**src/rtl/fifo_write_arbiter_pkg.sv**
```systemverilog
// Shared types and helpers for the fifo write arbiter: FSM states and record header format.
// Header word layout: bits [7:4] carry the sync marker, bits [3:0] carry the source id.
package fifo_write_arbiter_pkg;

  typedef enum logic [1:0] {
    ARB_IDLE,
    ARB_HEADER,
    ARB_PAYLOAD
  } arb_state_t;

  localparam logic [3:0] HEADER_SYNC_DEFAULT = 4'hA;
  localparam int         HEADER_WIDTH        = 8;

  function automatic logic [HEADER_WIDTH-1:0] make_header(input logic [3:0] sync,
                                                           input logic [3:0] id);
    return {sync, id};
  endfunction

endpackage

```
**src/rtl/fifo_write_arbiter_if.sv**
```systemverilog
// Capture-source handshakes, fifo_buffer write side and status of the write arbiter.
// master = arbiter side, slave = sources plus fifo_buffer.
interface fifo_write_arbiter_if #(
  parameter int NUM_REQUESTERS = 4,
  parameter int DATA_WIDTH     = 8
);
  localparam int ID_WIDTH = $clog2(NUM_REQUESTERS);

  logic [NUM_REQUESTERS-1:0]            req_valid;
  logic [NUM_REQUESTERS*DATA_WIDTH-1:0] req_data;
  logic [NUM_REQUESTERS-1:0]            req_ready;
  logic                                 fifo_full;
  logic                                 fifo_write_enable;
  logic [DATA_WIDTH-1:0]                fifo_write_data;
  logic [ID_WIDTH-1:0]                  grant_id;
  logic                                 busy;

  modport master (
    input  req_valid, req_data, fifo_full,
    output req_ready, fifo_write_enable, fifo_write_data, grant_id, busy
  );

  modport slave (
    output req_valid, req_data, fifo_full,
    input  req_ready, fifo_write_enable, fifo_write_data, grant_id, busy
  );

endinterface

```
**src/rtl/fifo_write_arbiter_round_robin_picker.sv**
```systemverilog
// Combinational round-robin search: first set valid bit after last_i, wrapping modulo N.
// Works for any N >= 2, power of two or not.
module round_robin_picker #(
  parameter int N = 4
) (
  input  logic [N-1:0]         valid_i,
  input  logic [$clog2(N)-1:0] last_i,
  output logic                 found_o,
  output logic [$clog2(N)-1:0] index_o
);

  localparam int IW = $clog2(N);

  function automatic logic [IW-1:0] wrap_add(input logic [IW-1:0] base, input int offset);
    int sum;
    sum = int'(base) + offset;
    if (sum >= N) sum = sum - N;
    return IW'(sum);
  endfunction

  logic [IW-1:0] cand;

  // Walk from the farthest candidate to the nearest so the nearest valid one wins.
  always_comb begin
    found_o = 1'b0;
    index_o = '0;
    cand    = '0;
    for (int k = N; k >= 1; k--) begin
      cand = wrap_add(last_i, k);
      if (valid_i[cand]) begin
        found_o = 1'b1;
        index_o = cand;
      end
    end
  end

endmodule

```
**src/rtl/fifo_write_arbiter.sv**
```systemverilog
// Round-robin arbiter turning each accepted source sample into a {header, payload} FIFO record.
// Header 1 cycle after accept, payload next; fifo_full stalls either word, never drops a sample.
module fifo_write_arbiter
  import fifo_write_arbiter_pkg::*;
#(
  parameter int         NUM_REQUESTERS = 4,
  parameter int         DATA_WIDTH     = 8,
  parameter logic [3:0] HEADER_SYNC    = HEADER_SYNC_DEFAULT
) (
  input  logic                 clk,
  input  logic                 reset,
  fifo_write_arbiter_if.master bus
);

  localparam int IW = $clog2(NUM_REQUESTERS);

  arb_state_t            state_q, state_d;
  logic [IW-1:0]         last_q, last_d;
  logic [IW-1:0]         id_q, id_d;
  logic [DATA_WIDTH-1:0] data_q, data_d;

  logic                      pick_found;
  logic [IW-1:0]             pick_idx;
  logic [NUM_REQUESTERS-1:0] ready;
  logic                      wr_en;
  logic [DATA_WIDTH-1:0]     wr_data;

  round_robin_picker #(.N(NUM_REQUESTERS)) u_picker (
    .valid_i (bus.req_valid),
    .last_i  (last_q),
    .found_o (pick_found),
    .index_o (pick_idx)
  );

  always_ff @(posedge clk or negedge reset) begin
    if (!reset) begin
      state_q <= ARB_IDLE;
      last_q  <= IW'(NUM_REQUESTERS - 1);
      id_q    <= '0;
      data_q  <= '0;
    end else begin
      state_q <= state_d;
      last_q  <= last_d;
      id_q    <= id_d;
      data_q  <= data_d;
    end
  end

  always_comb begin
    state_d = state_q;
    last_d  = last_q;
    id_d    = id_q;
    data_d  = data_q;
    ready   = '0;
    wr_en   = 1'b0;
    wr_data = '0;

    unique case (state_q)
      ARB_IDLE: begin
        // Gated by reset so no source sees a combinational ready while reset is held.
        if (reset && pick_found && !bus.fifo_full) begin
          ready[pick_idx] = 1'b1;
          id_d            = pick_idx;
          for (int i = 0; i < NUM_REQUESTERS; i++) begin
            if (pick_idx == IW'(i)) data_d = bus.req_data[i*DATA_WIDTH +: DATA_WIDTH];
          end
          state_d = ARB_HEADER;
        end
      end

      ARB_HEADER: begin
        if (!bus.fifo_full) begin
          wr_en                     = 1'b1;
          wr_data[HEADER_WIDTH-1:0] = make_header(HEADER_SYNC, 4'(id_q));
          state_d                   = ARB_PAYLOAD;
        end
      end

      ARB_PAYLOAD: begin
        if (!bus.fifo_full) begin
          wr_en   = 1'b1;
          wr_data = data_q;
          last_d  = id_q;
          state_d = ARB_IDLE;
        end
      end

      default: state_d = ARB_IDLE;
    endcase
  end

  assign bus.req_ready         = ready;
  assign bus.fifo_write_enable = wr_en;
  assign bus.fifo_write_data   = wr_data;
  assign bus.grant_id          = id_q;
  assign bus.busy              = (state_q != ARB_IDLE);

endmodule

```
**src/flat_wrapper.sv**
```systemverilog
// flat-port wrapper written by rule: the top's interface ports become plain ports
module fifo_write_arbiter_flat import fifo_write_arbiter_pkg::*;
#(
  parameter int         NUM_REQUESTERS = 4,
  parameter int         DATA_WIDTH     = 8,
  parameter logic [3:0] HEADER_SYNC    = HEADER_SYNC_DEFAULT
)
  (clk, reset, bus_req_valid, bus_req_data, bus_fifo_full, bus_req_ready, bus_fifo_write_enable, bus_fifo_write_data, bus_grant_id, bus_busy);
  fifo_write_arbiter_if #(.NUM_REQUESTERS(NUM_REQUESTERS), .DATA_WIDTH(DATA_WIDTH)) bus_i ();
  input  logic clk;
  input  logic reset;
  input wire logic [$bits(bus_i.req_valid)-1:0] bus_req_valid;
  input wire logic [$bits(bus_i.req_data)-1:0] bus_req_data;
  input wire logic [$bits(bus_i.fifo_full)-1:0] bus_fifo_full;
  output wire logic [$bits(bus_i.req_ready)-1:0] bus_req_ready;
  output wire logic [$bits(bus_i.fifo_write_enable)-1:0] bus_fifo_write_enable;
  output wire logic [$bits(bus_i.fifo_write_data)-1:0] bus_fifo_write_data;
  output wire logic [$bits(bus_i.grant_id)-1:0] bus_grant_id;
  output wire logic [$bits(bus_i.busy)-1:0] bus_busy;
  assign bus_i.req_valid = bus_req_valid;
  assign bus_i.req_data = bus_req_data;
  assign bus_i.fifo_full = bus_fifo_full;
  assign bus_req_ready = bus_i.req_ready;
  assign bus_fifo_write_enable = bus_i.fifo_write_enable;
  assign bus_fifo_write_data = bus_i.fifo_write_data;
  assign bus_grant_id = bus_i.grant_id;
  assign bus_busy = bus_i.busy;
  fifo_write_arbiter #(.NUM_REQUESTERS(NUM_REQUESTERS), .DATA_WIDTH(DATA_WIDTH), .HEADER_SYNC(HEADER_SYNC)) u_core (.clk(clk), .reset(reset), .bus(bus_i));
endmodule
```
**config.mk**
```make
export PLATFORM = sky130hd
export DESIGN_NAME = fifo_write_arbiter_flat
export DESIGN_NICKNAME = d
export VERILOG_FILES = /design/src/rtl/fifo_write_arbiter_pkg.sv /design/src/rtl/fifo_write_arbiter_if.sv /design/src/rtl/fifo_write_arbiter_round_robin_picker.sv /design/src/rtl/fifo_write_arbiter.sv /design/src/flat_wrapper.sv
export SDC_FILE = /design/constraint.sdc
export NUM_CORES = 1
export LEC_CHECK = 0
export CAP_MARGIN = 15
export CORE_AREA = 2 2 60 62
export DETAILED_ROUTE_END_ITERATION = 12
export DIE_AREA = 0 0 62 64
export DONT_BUFFER_PORTS = 1
export PLACE_DENSITY_LB_ADDON = 0.05
export SETUP_SLACK_MARGIN = 0.2
export SYNTH_ARGS = -nofsm -noshare
export SYNTH_HDL_FRONTEND = slang
export SYNTH_SLANG_ARGS = --single-unit
```
**constraint.sdc**
```tcl
create_clock -name clk -period 1.67 [get_ports clk]
set_input_delay 0.334 -clock clk [delete_from_list [all_inputs] [get_ports clk]]
set_output_delay 0.334 -clock clk [all_outputs]
set_load 0.02 [all_outputs]
```
**After elaboration in Yosys (flattened, before gate mapping)**

Cells that the tools add are included.
Widths: inputs -> output; s select.

- Logic and storage cells: 81
- Register bits after elaboration: 14
- Output and inout bits: 16
- Input bits: 39

- Bitwise operators: 1
- Equal/unequal tests: 8
- Add/sub/neg operators: 8
- Order comparisons: 10
- Reduce and logical (&&, ||, !) cells: 13
- Mux-type cells: 37

Operators by type and width:

| kind | count |
|---|---|
| $mux 8 | 6 |
| $mux 2 | 11 |
| $pmux 8 s2 | 1 |
| $lt 2x3->1 const B | 5 |
| $mux 1 | 11 |
| $ge 3x3->1 const B | 3 |
| $bmux 1 s2 | 4 |
| $mux 4 | 2 |
| $sub 2x1->2 const B | 4 |
| $add 2x2->3 const B | 2 |
| $eq 2x2->1 const B | 3 |
| $pmux 2 s3 | 1 |
| $reduce_and 3->1 | 2 |
| $add 2x3->4 const B | 1 |
| $eq 2x1->1 const B | 2 |
| $ge 4x3->1 const B | 1 |
| $logic_not 2->1 | 2 |
| $ne 2x2->1 const B | 2 |
| $reduce_and 2->1 | 2 |
| $reduce_bool 4->1 | 1 |
| $add 2x1->3 const B | 1 |
| $logic_and 1x1->1 | 3 |
| $demux 1 s2 | 1 |
| $ge 2x1->1 const B | 1 |
| 5 further kinds | 5 |

**Longest topological paths before layout**

Gate-level depths: netlist (run 1).

- Word-level depth: 15
- Mapped depth: 8

**Hierarchy**

A second synthesis (run 1) with hierarchy kept.

- Cells, all modules: 105
- Area total of the unflattened synthesis: 1019.7 µm²

By module, submodules not included:

| module | times used | seq. area each (µm²) | area an instance (µm²) | cells an instance |
|---|---|---|---|---|
| fifo_write_arbiter | 1 | 352.8 | 928.4 | 91 |
| round_robin_picker | 1 | 0.0 | 91.3 | 14 |

**Least setup slack after synthesis (run 1)**

No wires, ideal clock.

- Kind: reg2out
- Start point: reg u_core.last_q[1]
- End point: out bus_req_ready[1]
- Slack: -361 ps
- Stages on the path, launching flop included: 6
- Data arrival time: 1697 ps
- Cells stage by stage: dfstp_2 -> mux2i_1 -> o22a_1 -> o21ai_1 -> buf_2 -> nor3b_1

- Longest elaborated chain between the ends: 15
- Elaborated cells between the ends (all ways): 41

Ends and longest elaborated chain:

| item | RTL line | source |
|---|---|---|
| from (decl) | fifo_write_arbiter.sv:18 | `logic [IW-1:0] last_q, last_d;` |
| from (signal assigned) | fifo_write_arbiter.sv:38 | `last_q <= IW'(NUM_REQUESTERS - 1);` |
| from (signal assigned) | fifo_write_arbiter.sv:43 | `last_q <= last_d;` |
| $add 2x3->4 | fifo_write_arbiter_round_robin_picker.sv:16 | `sum = int'(base) + offset;` |
| $ge 4x3->1 or $sub 2x1->2 (tied branches) | fifo_write_arbiter_round_robin_picker.sv:17 | `if (sum >= N) sum = sum - N;` |
| $mux 2 | fifo_write_arbiter_round_robin_picker.sv:17 |  |
| $bmux 1 s2 | fifo_write_arbiter_round_robin_picker.sv:30 | `if (valid_i[cand]) begin` |
| $mux 1 (implied by the code) | fifo_write_arbiter_round_robin_picker.sv:30 |  |
| $mux 2 (4 in series) | fifo_write_arbiter_round_robin_picker.sv:30 |  |
| $lt 2x3->1 (implied by the code) or $ge 2x1->1 (tied branches) | fifo_write_arbiter.sv:62 | `ready[pick_idx] = 1'b1;` |
| $logic_and 1x1->1 (implied by the code) | fifo_write_arbiter.sv:62 |  |
| $mux 1 (implied by the code) | fifo_write_arbiter.sv:62 |  |
| $demux 1 s2 | n/a |  |
| $mux 4 (*) | fifo_write_arbiter.sv:61 | `if (reset && pick_found && !bus.fifo_full) begin` |
| $mux 4 (*) | fifo_write_arbiter.sv:58 | `unique case (state_q)` |
| to (decl) | flat_wrapper.sv:15 | `output wire logic [$bits(bus_i.req_ready)-1:0] bus_req_ready;` |

Every way passes the cells marked *; elsewhere a longest branch is shown, timed or not. The select of a mux whose other input is x is not followed.

**Final worst setup path (run 1)**

- Start point: reg u_core.last_q[1]
- End point: out bus_req_ready[0]

Same word-level chain as after synthesis.

==> metrics.md, run 1 <==
| Metric | Value |
|---|---|
| Reg area | `353 sq um` |
| DIE AREA | `0.00397 sq mm` |
| Starting DRT DRC Count | `15` |
| Post-layout util | `53.8%` |
| Core area | `0.00328 sq mm` |
| IO Count | `between 50 and 60` |
| Met3 Use GR | `3.85%` |
| Hold depth | `2` |
| Crit-path cells | `mux2i_2, o22a_1, o21ai_4, buf_6, nor3_4` |
| Post-Synthesis Cells | `about 130` |
| Hold_sp | `bus_fifo_full` |
| Failing checks | `setup timing` |
| Worst hold endpoint | `u_core.state_q[0]` |
| Data required time of the worst path | `around 1.3 ns` |
| Critical Path Max Stage Delay | `0.59 ns` |
| Outcome | `finished with violations` |
| Die W | `62 um` |
| Avg Cell Area, Syn | `8.75 sq um` |
| CTS root buf | `clkbuf_4` |
| Final min period | `2.06 ns` |
| DR vias | `1077` |
| Largest net degree at the start of global routing | `17` |
| Sink Count | `14` |
| Clock slew at reported path FFs | `0.10 ns` |
| #FFs+latches synth | `14` |
| Netlist Area Pre-Place | `~0.0011 sq mm` |
| Most frequent cells in the layout | `nand3_1 (14), dfrtp_1 (12), nand2_1 (11), buf_4 (11)` |
| Slowest cell on crit path | `dfstp_2` |
| # DRC | `0` |
| Total Routing Usage GR | `between 10% and 20%` |
| CP max FO | `3` |
| Layout cell share with drive strength beyond 1 | `roughly 54%` |
| Busiest metal layer after global routing | `met1` |
| Hpwl dp | `2380 um` |
| GR Layer Usage met1 | `24.7%` |
| Commonest non-fill, non-tap cell in the layout | `nand3_1` |
| Die span in y | `64 um` |
| Sequential-to-total area share from yosys stat | `31.3%` |
| WL final | `3370 um` |
| Critical Path AT | `~1.7 ns` |
| CTS tree | `built` |
| Clock buffer depth | `2` |
| Final setup margin | `-0.393 ns` |
| Vias in the first global route | `roughly 990` |
| Syn nets | `172` |
| Peak supply drop | `0.843 mV` |
| Fill cell count | `between 300 and 400` |
| Rows | `21` |
| Power per Cell Area | `1650 mW/mm^2` |
| I/O Buffers | `0` |
| Leak Pwr | `roughly 0.71 nW` |
| Final Hold Fails | `0` |
| CP Class | `flip-flop to output port` |
| Starting Density | `34.4%` |
| Setup TNS | `-5.04 ns` |
| Worst slew margin | `approximately 54%` |
| Min-Delay Path Class | `input port to flip-flop` |
| Fmax | `slightly below 500 MHz` |
| N_diodes | `0` |
| Final Max Slew Viols | `0` |
| GRT met2 Usage | `24.1%` |
| Max Cap Violations | `0` |
| H-tree depth | `1` |
| Startpoint of the worst register-to-register path | `u_core.last_q[1]` |
| Final setup violation count | `21` |
| Antenna Nets Post-Route | `0` |
| DRT Pass-1 Iters | `4` |
| Worst Reg-to-Reg Cells | `8` |
| Synth cell types | `34` |
| Worst skew pair latency | `approximately 0.28 ns` |
| Tot Pwr | `2.92 mW` |
| Fin crit share | `124%` |
| Startpoint Class | `flip-flop` |
| Worst Tran Pin Value | `0.688 ns` |
| Area Growth Syn to Fin | `56.4%` |
| Clock skew | `0.00912 ns` |
| R2R Setup Slk | `-0.27 ns` |
| Initial antenna violation count | `0` |
| Fin nets | `195` |
| WL per Instance | `~17 um` |
| Final instance area | `0.00177 sq mm` |
| First-pass GRT wire length | `4970 um` |
| Area after DPL | `around 0.0014 sq mm` |
| Via-to-Cell Ratio | `between 5 and 6` |
| Routability cong. | `roughly 0.77` |
| Reg2reg end | `u_core.data_q[2]` |
| Multi-input gate area | `980 sq um` |
| Synth warn | `0` |
| RSZ-0062 raised after global routing | `true` |
| GRT Residual Overflow | `0` |
| Cts bufs inserted | `3` |
| CP endpoint kind | `output port` |
[cell usage after synthesis, drive strengths merged]
cell    instances  area share, %
o21ai           2           0.89
mux2i           9            8.0
a21o            1           0.78
and3            4            2.2
nor3b           1           0.67
a21boi          1           0.67
ha              4            4.4
or4             1           0.67
dfrtp          12             27
and3b           1           0.89
nand2          12            4.0
nor2b           2            1.1
nor3            2           0.89
a31oi           1           0.55
nor2           11            3.7
mux2           11             11
clkbuf          1           0.33
a22oi           2            1.3
nand2b          5            2.8
nand3          17            8.0
o22a            1           0.78
buf             8            5.2
dfstp           2            4.7
a21oi           4            1.8
and4b           1           0.89
nand3b          1           0.67
inv             4            1.3
o211ai          8            5.3
[flip-flops by register name, summed over array words and instances (netlist names)]
register,cells
u_core.state_q,2
u_core.data_q,8
u_core.last_q,2
u_core.bus.grant_id,2
[logic make-up (layout without fill, tap and decap cells)]
logic type	Yosys count	in the layout	synth area share [%]
adders and majority gates	4	4	4.43
buffers and inverters	13	35	6.87
DFF	14	14	31.3
and+or+nand+nor	58	58	26.4
muxes	20	20	19.0
AOI/OAI and AO/OA	20	20	12.1
[worst max-delay path by stage]
| stage | startpoint | to | slack (ns) | depth (start not counted) |
|---|---|---|---|---|
| after floorplan | u_core.last_q[1] | bus_req_ready[3] | -0.05 | 6 |
| after global placement | u_core.last_q[1] | bus_req_ready[0] | -0.13 | 5 |
| after detailed placement | u_core.last_q[0] | u_core.data_q[5] | -0.16 | 6 |
| after CTS | u_core.last_q[1] | bus_req_ready[0] | -0.45 | 5 |
| after global routing | u_core.last_q[1] | bus_req_ready[0] | -0.49 | 5 |
| final | u_core.last_q[1] | bus_req_ready[0] | -0.39 | 5 |
[report_power, final]
| part | total [mW] | internal, mW | switching, mW | leakage [nW] |
|---|---|---|---|---|
| Clock | 0.250 | 0.133 | 0.117 | 0.0210 |
| Combinational | 1.98 | 1.06 | 0.921 | 0.521 |
| Sequential | 0.691 | 0.513 | 0.178 | 0.170 |
[per-stage QoR]
step	hold WS [ns]	std cells	worst slack, ns
finish	0.224	197	-0.393
floorplan	0.0384	129	-0.0491
detailed placement	0.0388	178	-0.164
global placement	0.0388	178	-0.130
CTS	0.184	189	-0.449
global route	0.225	197	-0.485
[routing by layer]
| metal | up-vias | wire length, um |
|---|---|---|
| li1 | 507 | - |
| met1 | 523 | 1590 |
| met2 | 41 | 1480 |
| met3 | 6 | 254 |
| met4 | 0 | 48 |
| met5 | - | 0 |
[what timing repair did]
action	CTS	global route
resized for setup	36	15
hold buffers	1	0
setup endpoints to repair	26	26
pin swaps	16	7
setup buffers	6	8
endpoints found under the hold margin	14	0
[cell type report]
class	count	area share, %
flip-flops and latches	14	20.0
multi-input cells	102	55.5
clock buffers	4	2.06
well taps	46	3.26
inverters	4	1.20
repair buffers	27	18.0
[worst max-delay path: cells and delay by family, from the launching register on]
| kind | cells | cell delay [ns] |
|---|---|---|
| AOI/OAI and AO/OA | 2 | 0.26 |
| DFF | 1 | 0.59 |
| buffers and inverters | 1 | 0.13 |
| and+or+nand+nor | 1 | 0.23 |
| muxes | 1 | 0.22 |
Power figures use the tool's default switching activity.
==> inputs of run 2 (changes only) <==
--- a/config.mk
+++ b/config.mk
@@ -5,10 +5,11 @@
 export SDC_FILE = /design/constraint.sdc
 export NUM_CORES = 1
 export LEC_CHECK = 0
+export ABC_AREA = 1
 export CAP_MARGIN = 15
-export CORE_AREA = 2 2 60 62
+export CORE_AREA = 2 2 66 68
 export DETAILED_ROUTE_END_ITERATION = 12
-export DIE_AREA = 0 0 62 64
+export DIE_AREA = 0 0 68 70
 export DONT_BUFFER_PORTS = 1
 export PLACE_DENSITY_LB_ADDON = 0.05
 export SETUP_SLACK_MARGIN = 0.2
==> run 2 against run 1 <==
  * The flow still finishes with violations (setup timing)
  * Total power grew 65%
  * First-iteration DRC count grew to 2.8 times the previous value
  * Fmax shrank 7.6%
  * Highest routed layer unchanged
  * Worst setup slack lost 0.17 ns
  * Critical endpoint is now bus_req_ready[2]
  * Clock power grew 32%
  * Register-to-register slack lost 0.06 ns
  * Synthesized area grew 22%
  * Non-clock buffer count grew 5
  * Clock-buffer cell count is the same
==> metrics.md, run 2 <==
| Metric | Value |
|---|---|
| Rows | `24 (+14%)` |
| Reg area | `353 sq um (unchanged)` |
| CP max FO | `6 (+3)` |
| Max Cap Violations | `0 (unchanged)` |
| Fmax | `448 MHz (-7.6%)` |
| Top post-synthesis cells by count | `nand2_1 (66), inv_1 (43), nand3_1 (22), nand2_2 (18), o21ai_0 (15)` |
| Cts bufs inserted | `3 (unchanged)` |
| Largest net degree at the start of global routing | `19 (+2)` |
| Initial antenna violation count | `0 (unchanged)` |
| Core area | `0.00414 sq mm (+26%)` |
| Largest cells by area after synthesis | `dfrtp_1 (22%), nand2_1 (18%), inv_1 (12%)` |
| Commonest non-fill, non-tap cell in the layout | `nand2_1` |
| Synth Flop Type | `dfrtp_1` |
| Biggest register | `u_core.data_q` |
| Worst skew pair latency | `0.25 ns (-0.03 ns)` |
| Largest register FFs | `8 (unchanged)` |
| Adder-Cell Fraction of Synth Area | `3.65% (-0.78 points)` |
| Setup crit start | `u_core.last_q[0]` |
| Netlist Area Pre-Place | `0.00137 sq mm (+22%)` |
| IO Count | `55 (unchanged)` |
| WL per Instance | `12.4 um (-27%)` |
| Routability cong. | `0.819 (+5.9%)` |
| Clock slew at reported path FFs | `0.06 ns (-0.04 ns)` |
| Final instance area | `0.00197 sq mm (+11%)` |
| Compound-Gate Fraction of Synth Area | `10.0% (-2.0 points)` |
| GRT Residual Overflow | `0 (unchanged)` |
| CTS root buf | `clkbuf_8` |
| Fill cell count | `437 (+38%)` |
| Setup TNS | `-6.52 ns (-1.48 ns)` |
| Worst Tran Pin Value | `0.646 ns (-0.0420 ns)` |
| Sequential-to-total area share from yosys stat | `25.7% (-5.5 points)` |
| N_diodes | `0 (unchanged)` |
| Min-Delay Path Class | `input port to flip-flop` |
| Syn nets | `266 (+55%)` |
| Area after DPL | `0.00170 sq mm (+26%)` |
| Final setup violation count | `25 (+19%)` |
| DR vias | `1431 (+33%)` |
| Synth cell types | `25 (-26%)` |
| Failing checks | `setup timing` |
| Layout cell share with drive strength beyond 1 | `43.3% (-10 points)` |
| Starting Density | `33.1% (-1.3 points)` |
| Mux contribution to synthesized area | `0% (-19 points)` |
| CP Class | `flip-flop to output port` |
| Startpoint of the worst register-to-register path | `u_core.last_q[0]` |
| Antenna Nets Post-Route | `0 (unchanged)` |
| Startpoint Class | `flip-flop` |
| Leak Pwr | `1.05 nW (+48%)` |
| Final min period | `2.23 ns (+0.170 ns)` |
| WL final | `3800 um (+13%)` |
| R2R Setup Slk | `-0.33 ns (-0.06 ns)` |
| Clock buffer depth | `2 (unchanged)` |
| #FFs+latches synth | `14 (unchanged)` |
| Outcome | `finished with violations` |
| CP endpoint kind | `output port` |
| RSZ-0062 raised after global routing | `true` |
| Critical Path AT | `1.90 ns (+0.17 ns)` |
| Peak supply drop | `1.09 mV (+30%)` |
| Dpl ws | `-0.387 ns (-0.223 ns)` |
| I/O Buffers | `0 (unchanged)` |
| Worst slew margin | `56.8% (+2.8 points)` |
| H-tree depth | `1 (unchanged)` |
| Final setup margin | `-0.563 ns (-0.170 ns)` |
| Final Hold Fails | `0 (unchanged)` |
| EDFF count, synth | `0 (unchanged)` |
| Hold_sp | `bus_req_data[29]` |
| DIE AREA | `0.00476 sq mm (+20%)` |
| Post-synthesis simple-gate area fraction | `43.9% (+18 points)` |
| Die W | `68 um (+9.7%)` |
| Tot Pwr | `4.81 mW (+65%)` |
| Fin crit share | `134% (+10 points)` |
| Vias in the first global route | `1480 (+49%)` |
| Post-Synth XOR/XNOR Area | `0% (unchanged)` |
| Synth warn | `0 (unchanged)` |
| CTS tree | `built` |
| Die span in y | `70 um (+9.4%)` |
| Sink Count | `14 (unchanged)` |
| Total Routing Usage GR | `17.2% (+0.32 points)` |
| Clock skew | `0.00100 ns (-0.00812 ns)` |
| Via-to-Cell Ratio | `4.68 (-14%)` |
| Synth area leader | `dfrtp_1` |
| Avg Cell Area, Syn | `6.15 sq um (-30%)` |
| Post-Synthesis Cells | `223 (+73%)` |
| Data required time of the worst path | `1.34 ns (about the same)` |
| Area Growth Syn to Fin | `43.5%` |
| Power per Cell Area | `2440 mW/mm^2 (+48%)` |
| # DRC | `0 (unchanged)` |
| Share of the synthesized area in the top cell type | `21.9% (-4.7 points)` |
| Starting DRT DRC Count | `42 (+27)` |
| First-pass GRT wire length | `6350 um (+28%)` |
| Most common cell in the synthesized netlist | `nand2_1` |
| Most frequent cells in the layout | `nand2_1 (50), inv_1 (37), nand2_2 (30), buf_4 (23), nand3_1 (20)` |
| Fin nets | `298 (+53%)` |
| Async set-reset flop share out of synthesis | `100% (unchanged)` |
| Largest family of logic cells by synthesized area | `simple AND/OR/NAND/NOR gates` |
| Hpwl dp | `2910 um (+23%)` |
| Multi-input gate area | `0.00101 sq mm (+2.7%)` |
| Final Max Slew Viols | `0 (unchanged)` |
| DRT Pass-1 Iters | `4 (unchanged)` |
-- run 2: cell count changes after synthesis, sizes merged, moves of 3 or more --
cell / before / now
nand2b: 5 / 0
mux2: 11 / 0
inv: 4 / 48
and3: 4 / 0
a21oi: 4 / 0
o21ai: 2 / 25
o211ai: 8 / 0
nand3: 17 / 24
nand2: 12 / 86
mux2i: 9 / 0
buf: 8 / 5
-- run 2: cells by family after synthesis --
family / Yosys count
simple gates: 125
buf+inv: 53
compound gates: 27
flops: 14
fa+ha+maj: 4
-- run 2: critical path, cell delays in order (launching register included) --
cell and delay [ns]:
dfstp_2 0.56, buf_12 0.13, inv_6 0.04, nand2_1 0.06, nand2_2 0.07, nand2_2 0.08, nand2_1 0.07, nand2_2 0.07
nand2_1 0.06, nand2_2 0.09, buf_4 0.11, nand3_2 0.08, nor2_2 0.10, buf_6 0.12
-- run 2: path summary, 6_finish.rpt --
check / to / cells after the start
max: bus_req_ready[2] / 13
min: u_core.data_q[5] / 4
max reg2reg: u_core.data_q[7] / 15
min reg2reg: u_core.data_q[6] / 2
max in group asynchronous: u_core.data_q[0] / 1
min in group asynchronous: u_core.state_q[1] / 1
-- run 2: area by class of cell --
class                      instances  share of cell area [%]
sequential                        14                    17.9
inverter                          48                    9.41
multi-input combinational        156                    51.1
timing repair buffer              32                    15.4
tap                               52                    3.31
clock buffer                       4                    2.80
-- run 2: metrics by stage --
stage          util, %  std cells  hold WS (ns)
3_3_place_gp      41.1        288        0.0388
6_report          47.5        306         0.302
5_1_grt           47.5        306         0.331
3_5_place_dp      41.1        288        0.0388
4_1_cts           45.3        301         0.306
2_1_floorplan        -        223        0.0384
-- run 2: what timing repair did --
item                       CTS  global route
setup buffers                8             4
setup endpoints to repair   26            26
gates cloned                 0             1
pin swaps                   12             3
hold buffers                 1             0
resized for setup           14            13
hold endpoints to repair    14             0
-- run 2: per-layer routing --
layer  vias up  track usage (%)  routed length, um
met4         0             3.33                 56
met3         7             3.38                222
met2        42             31.2               2040
met1       637             20.6               1490
met5         -                0                  0
li1        745                -                  -
-- run 2: power by group --
part	internal, mW	leakage (nW)	total (mW)	switching [mW]
clock network	0.209	0.0288	0.331	0.122
registers	0.519	0.171	0.670	0.151
logic	1.60	0.854	3.81	2.21
total	2.33	1.05	4.81	2.48
==> inputs of run 3 (changes only) <==
--- a/config.mk
+++ b/config.mk
@@ -7,12 +7,13 @@
 export LEC_CHECK = 0
 export ABC_AREA = 1
 export CAP_MARGIN = 15
-export CORE_AREA = 2 2 66 68
+export CORE_AREA = 2 2 71 73
 export DETAILED_ROUTE_END_ITERATION = 12
-export DIE_AREA = 0 0 68 70
+export DIE_AREA = 0 0 73 75
 export DONT_BUFFER_PORTS = 1
 export PLACE_DENSITY_LB_ADDON = 0.05
 export SETUP_SLACK_MARGIN = 0.2
+export SKIP_LAST_GASP = 1
 export SYNTH_ARGS = -nofsm -noshare
 export SYNTH_HDL_FRONTEND = slang
 export SYNTH_SLANG_ARGS = --single-unit
==> run 3 against run 2 <==
  * The run still ends with setup timing left
  * Wire length increased by 5.8%
  * Clock power increased by 2%
  * Critical path depth decreased by 3
  * Global-route usage decreased by 2.5 points
==> metrics.md, run 3 (same netlist as run 2, synthesis figures left out) <==
| Metric | Value |
|---|---|
| Outcome | `finished with violations` |
| Failing checks | `setup timing` |
| Largest register FFs | `8 (unchanged)` |
| Via-to-Cell Ratio | `4.71 (+0.61%)` |
| Pint | `2.44 mW (+4.8%)` |
| Cts bufs inserted | `3 (unchanged)` |
| Dpl ws | `-0.417 ns (-0.0298 ns)` |
| Data required time of the worst path | `1.34 ns (about the same)` |
| Clock slew at reported path FFs | `0.06 ns (about the same)` |
| H-tree depth | `1 (unchanged)` |
| WHS | `0.302 ns (-0.0000350 ns)` |
| Most frequent cells in the layout | `nand2_1 (52), inv_1 (38), nand2_2 (25), buf_4 (25), nand3_1 (19)` |
| Post-layout util | `44.1% (-3.4 points)` |
| DRT Pass-1 Iters | `4 (unchanged)` |
| Fin nets | `302 (+1.3%)` |
| Final Hold Fails | `0 (unchanged)` |
| Worst Tran Pin Value | `0.675 ns (+0.0296 ns)` |
| Startpoint of the worst register-to-register path | `u_core.last_q[0]` |
| WL per Instance | `12.9 um (+3.8%)` |
| Rows | `25 (+4.2%)` |
| GRT Residual Overflow | `0 (unchanged)` |
| DR vias | `1468 (+2.6%)` |
| Final Max Slew Viols | `0 (unchanged)` |
| Tot Pwr | `5.01 mW (+4.1%)` |
| Net Sw Power | `2.57 mW (+3.3%)` |
| Startpoint Class | `flip-flop` |
| Routability cong. | `0.842 (+2.8%)` |
| RSZ-0062 raised after global routing | `true` |
| CP Capture Point | `bus_req_ready[0]` |
| Clock buffer depth | `2 (unchanged)` |
| CTS root buf | `clkbuf_8` |
| Biggest register | `u_core.data_q` |
| Min-Delay Path Class | `input port to flip-flop` |
| I/O Buffers | `0 (unchanged)` |
| DIE AREA | `0.00548 sq mm (+15%)` |
| Leak Pwr | `1.09 nW (+3.1%)` |
| Seq pwr share | `13.4% (-0.5 points)` |
| Starting DRT DRC Count | `25 (-40%)` |
| Worst slew margin | `54.8% (-2.0 points)` |
| Peak supply drop | `0.919 mV (-16%)` |
| Setup crit start | `u_core.last_q[0]` |
| Die W | `73 um (+7.4%)` |
| First-pass GRT wire length | `6280 um (-1.1%)` |
| Hpwl dp | `3130 um (+7.6%)` |
| Net Sw Frac | `51.2% (-0.36 points)` |
| Area Growth Syn to Fin | `49.8%` |
| R2R Setup Slk | `-0.45 ns (-0.12 ns)` |
| Max Cap Violations | `0 (unchanged)` |
| Starting Density | `29.4% (-3.7 points)` |
| Antenna Nets Post-Route | `0 (unchanged)` |
| Reg2reg end | `u_core.data_q[0]` |
| Final min period | `2.25 ns (+0.0153 ns)` |
| Fin crit share | `135% (+0.91 points)` |
| Area after DPL | `0.00172 sq mm (+0.88%)` |
| Vias in the first global route | `1418 (-4.2%)` |
| Layout cell share with drive strength beyond 1 | `43.4% (+0.10 points)` |
| Sink Count | `14 (unchanged)` |
| Initial antenna violation count | `0 (unchanged)` |
| Final setup violation count | `25 (unchanged)` |
| IO Count | `55 (unchanged)` |
| N_diodes | `0 (unchanged)` |
| Clock Power Share | `6.7% (-0.2 points)` |
| Final setup margin | `-0.578 ns (-0.0153 ns)` |
| # DRC | `0 (unchanged)` |
| Commonest non-fill, non-tap cell in the layout | `nand2_1` |
| Power per Cell Area | `2440 mW/mm^2 (-0.31%)` |
| CP Class | `flip-flop to output port` |
| CP endpoint kind | `output port` |
| Critical Path AT | `1.91 ns (about the same)` |
| Final instance area | `0.00205 sq mm (+4.4%)` |
| Worst skew pair latency | `0.25 ns (about the same)` |
| Clock skew | `0.00346 ns (+0.00246 ns)` |
| Largest net degree at the start of global routing | `19 (unchanged)` |
| CTS tree | `built` |
| Hold depth | `4 (unchanged)` |
| Logic pwr share | `79.9% (+0.7 points)` |
| CP max FO | `6 (unchanged)` |
| Total Routing Usage GR | `14.8% (-2.5 points)` |
| Fmax | `445 MHz (-0.68%)` |
| Die span in y | `75 um (+7.1%)` |
| Worst Reg-to-Reg Cells | `16 (+1)` |
| WL final | `4020 um (+5.8%)` |
| Core area | `0.00466 sq mm (+12%)` |
==> run 3: cell count changes in the layout (fill, tap and decap cells not counted), moves of 2 or more <==
| cell | delta |
|---|---|
| inv_2 | -2 |
| buf_12 | +2 |
| o21ai_0 | -2 |
| nand2_4 | +2 |
| nand2_2 | -5 |
| nand2_1 | +2 |
| buf_4 | +2 |
==> run 3: area by class of cell <==
class                   count  area [sq um]
clock buffers               4          55.1
inverters                  48           188
well taps                  54          67.6
multi-input cells         156          1040
flip-flops and latches     14           353
repair buffers             36           353
fillers                   486          2610
==> run 3: metrics by stage <==
step                      instances  TNS, ns
after floorplan                 223    -1.92
after global placement          290    -4.16
after detailed placement        290    -4.73
after CTS                       304    -6.76
after global routing            312    -9.97
final                           312    -7.33
==> run 3: power by group through the flow <==
| stage | clock network [mW] | logic, mW | registers (mW) |
|---|---|---|---|
| final | 0.337 | 4.00 | 0.671 |
| after global routing | 0.363 | 4.40 | 0.692 |
| after CTS | 0.346 | 3.56 | 0.665 |
| after detailed placement | 0 | 3.28 | 0.704 |
| after global placement | 0 | 3.24 | 0.697 |
| after floorplan | 0 | 2.57 | 0.628 |
==> run 3: worst min-delay path by stage <==
stage	startpoint	end
floorplan	reset	u_core.bus.grant_id[0]
finish	bus_req_data[28]	u_core.data_q[4]
CTS	bus_req_data[30]	u_core.data_q[6]
global placement	reset	u_core.state_q[1]
detailed placement	reset	u_core.state_q[0]
global route	bus_req_data[28]	u_core.data_q[4]
==> run 3: critical path, cell delays in order, from the launching register on <==
cell	delay, ns
dfstp_2	0.55
buf_12	0.12
inv_6	0.05
nand2_2	0.07
nand2_1	0.05
and2_4	0.14
nand4_1	0.11
nand3_2	0.10
nor2_4	0.15
inv_2	0.08
nor3_4	0.23
==> run 3: layer usage <==
metal	wire, um	vias up	share of wire (%)	global-route usage (%)
met5	0	-	0	0
met4	13	0	0.32	1.85
met3	143	2	3.6	3.48
met2	2120	33	53	27.1
met1	1750	679	43	18.0
li1	-	754	-	-
==> run 3: timing repair <==
action,4_1_cts,5_1_grt
hold buffers,1,0
cloned,0,1
pin swaps,13,10
hold endpoints to repair,14,0
setup endpoints to repair,26,26
gates resized for setup,15,16
setup buffers,9,7
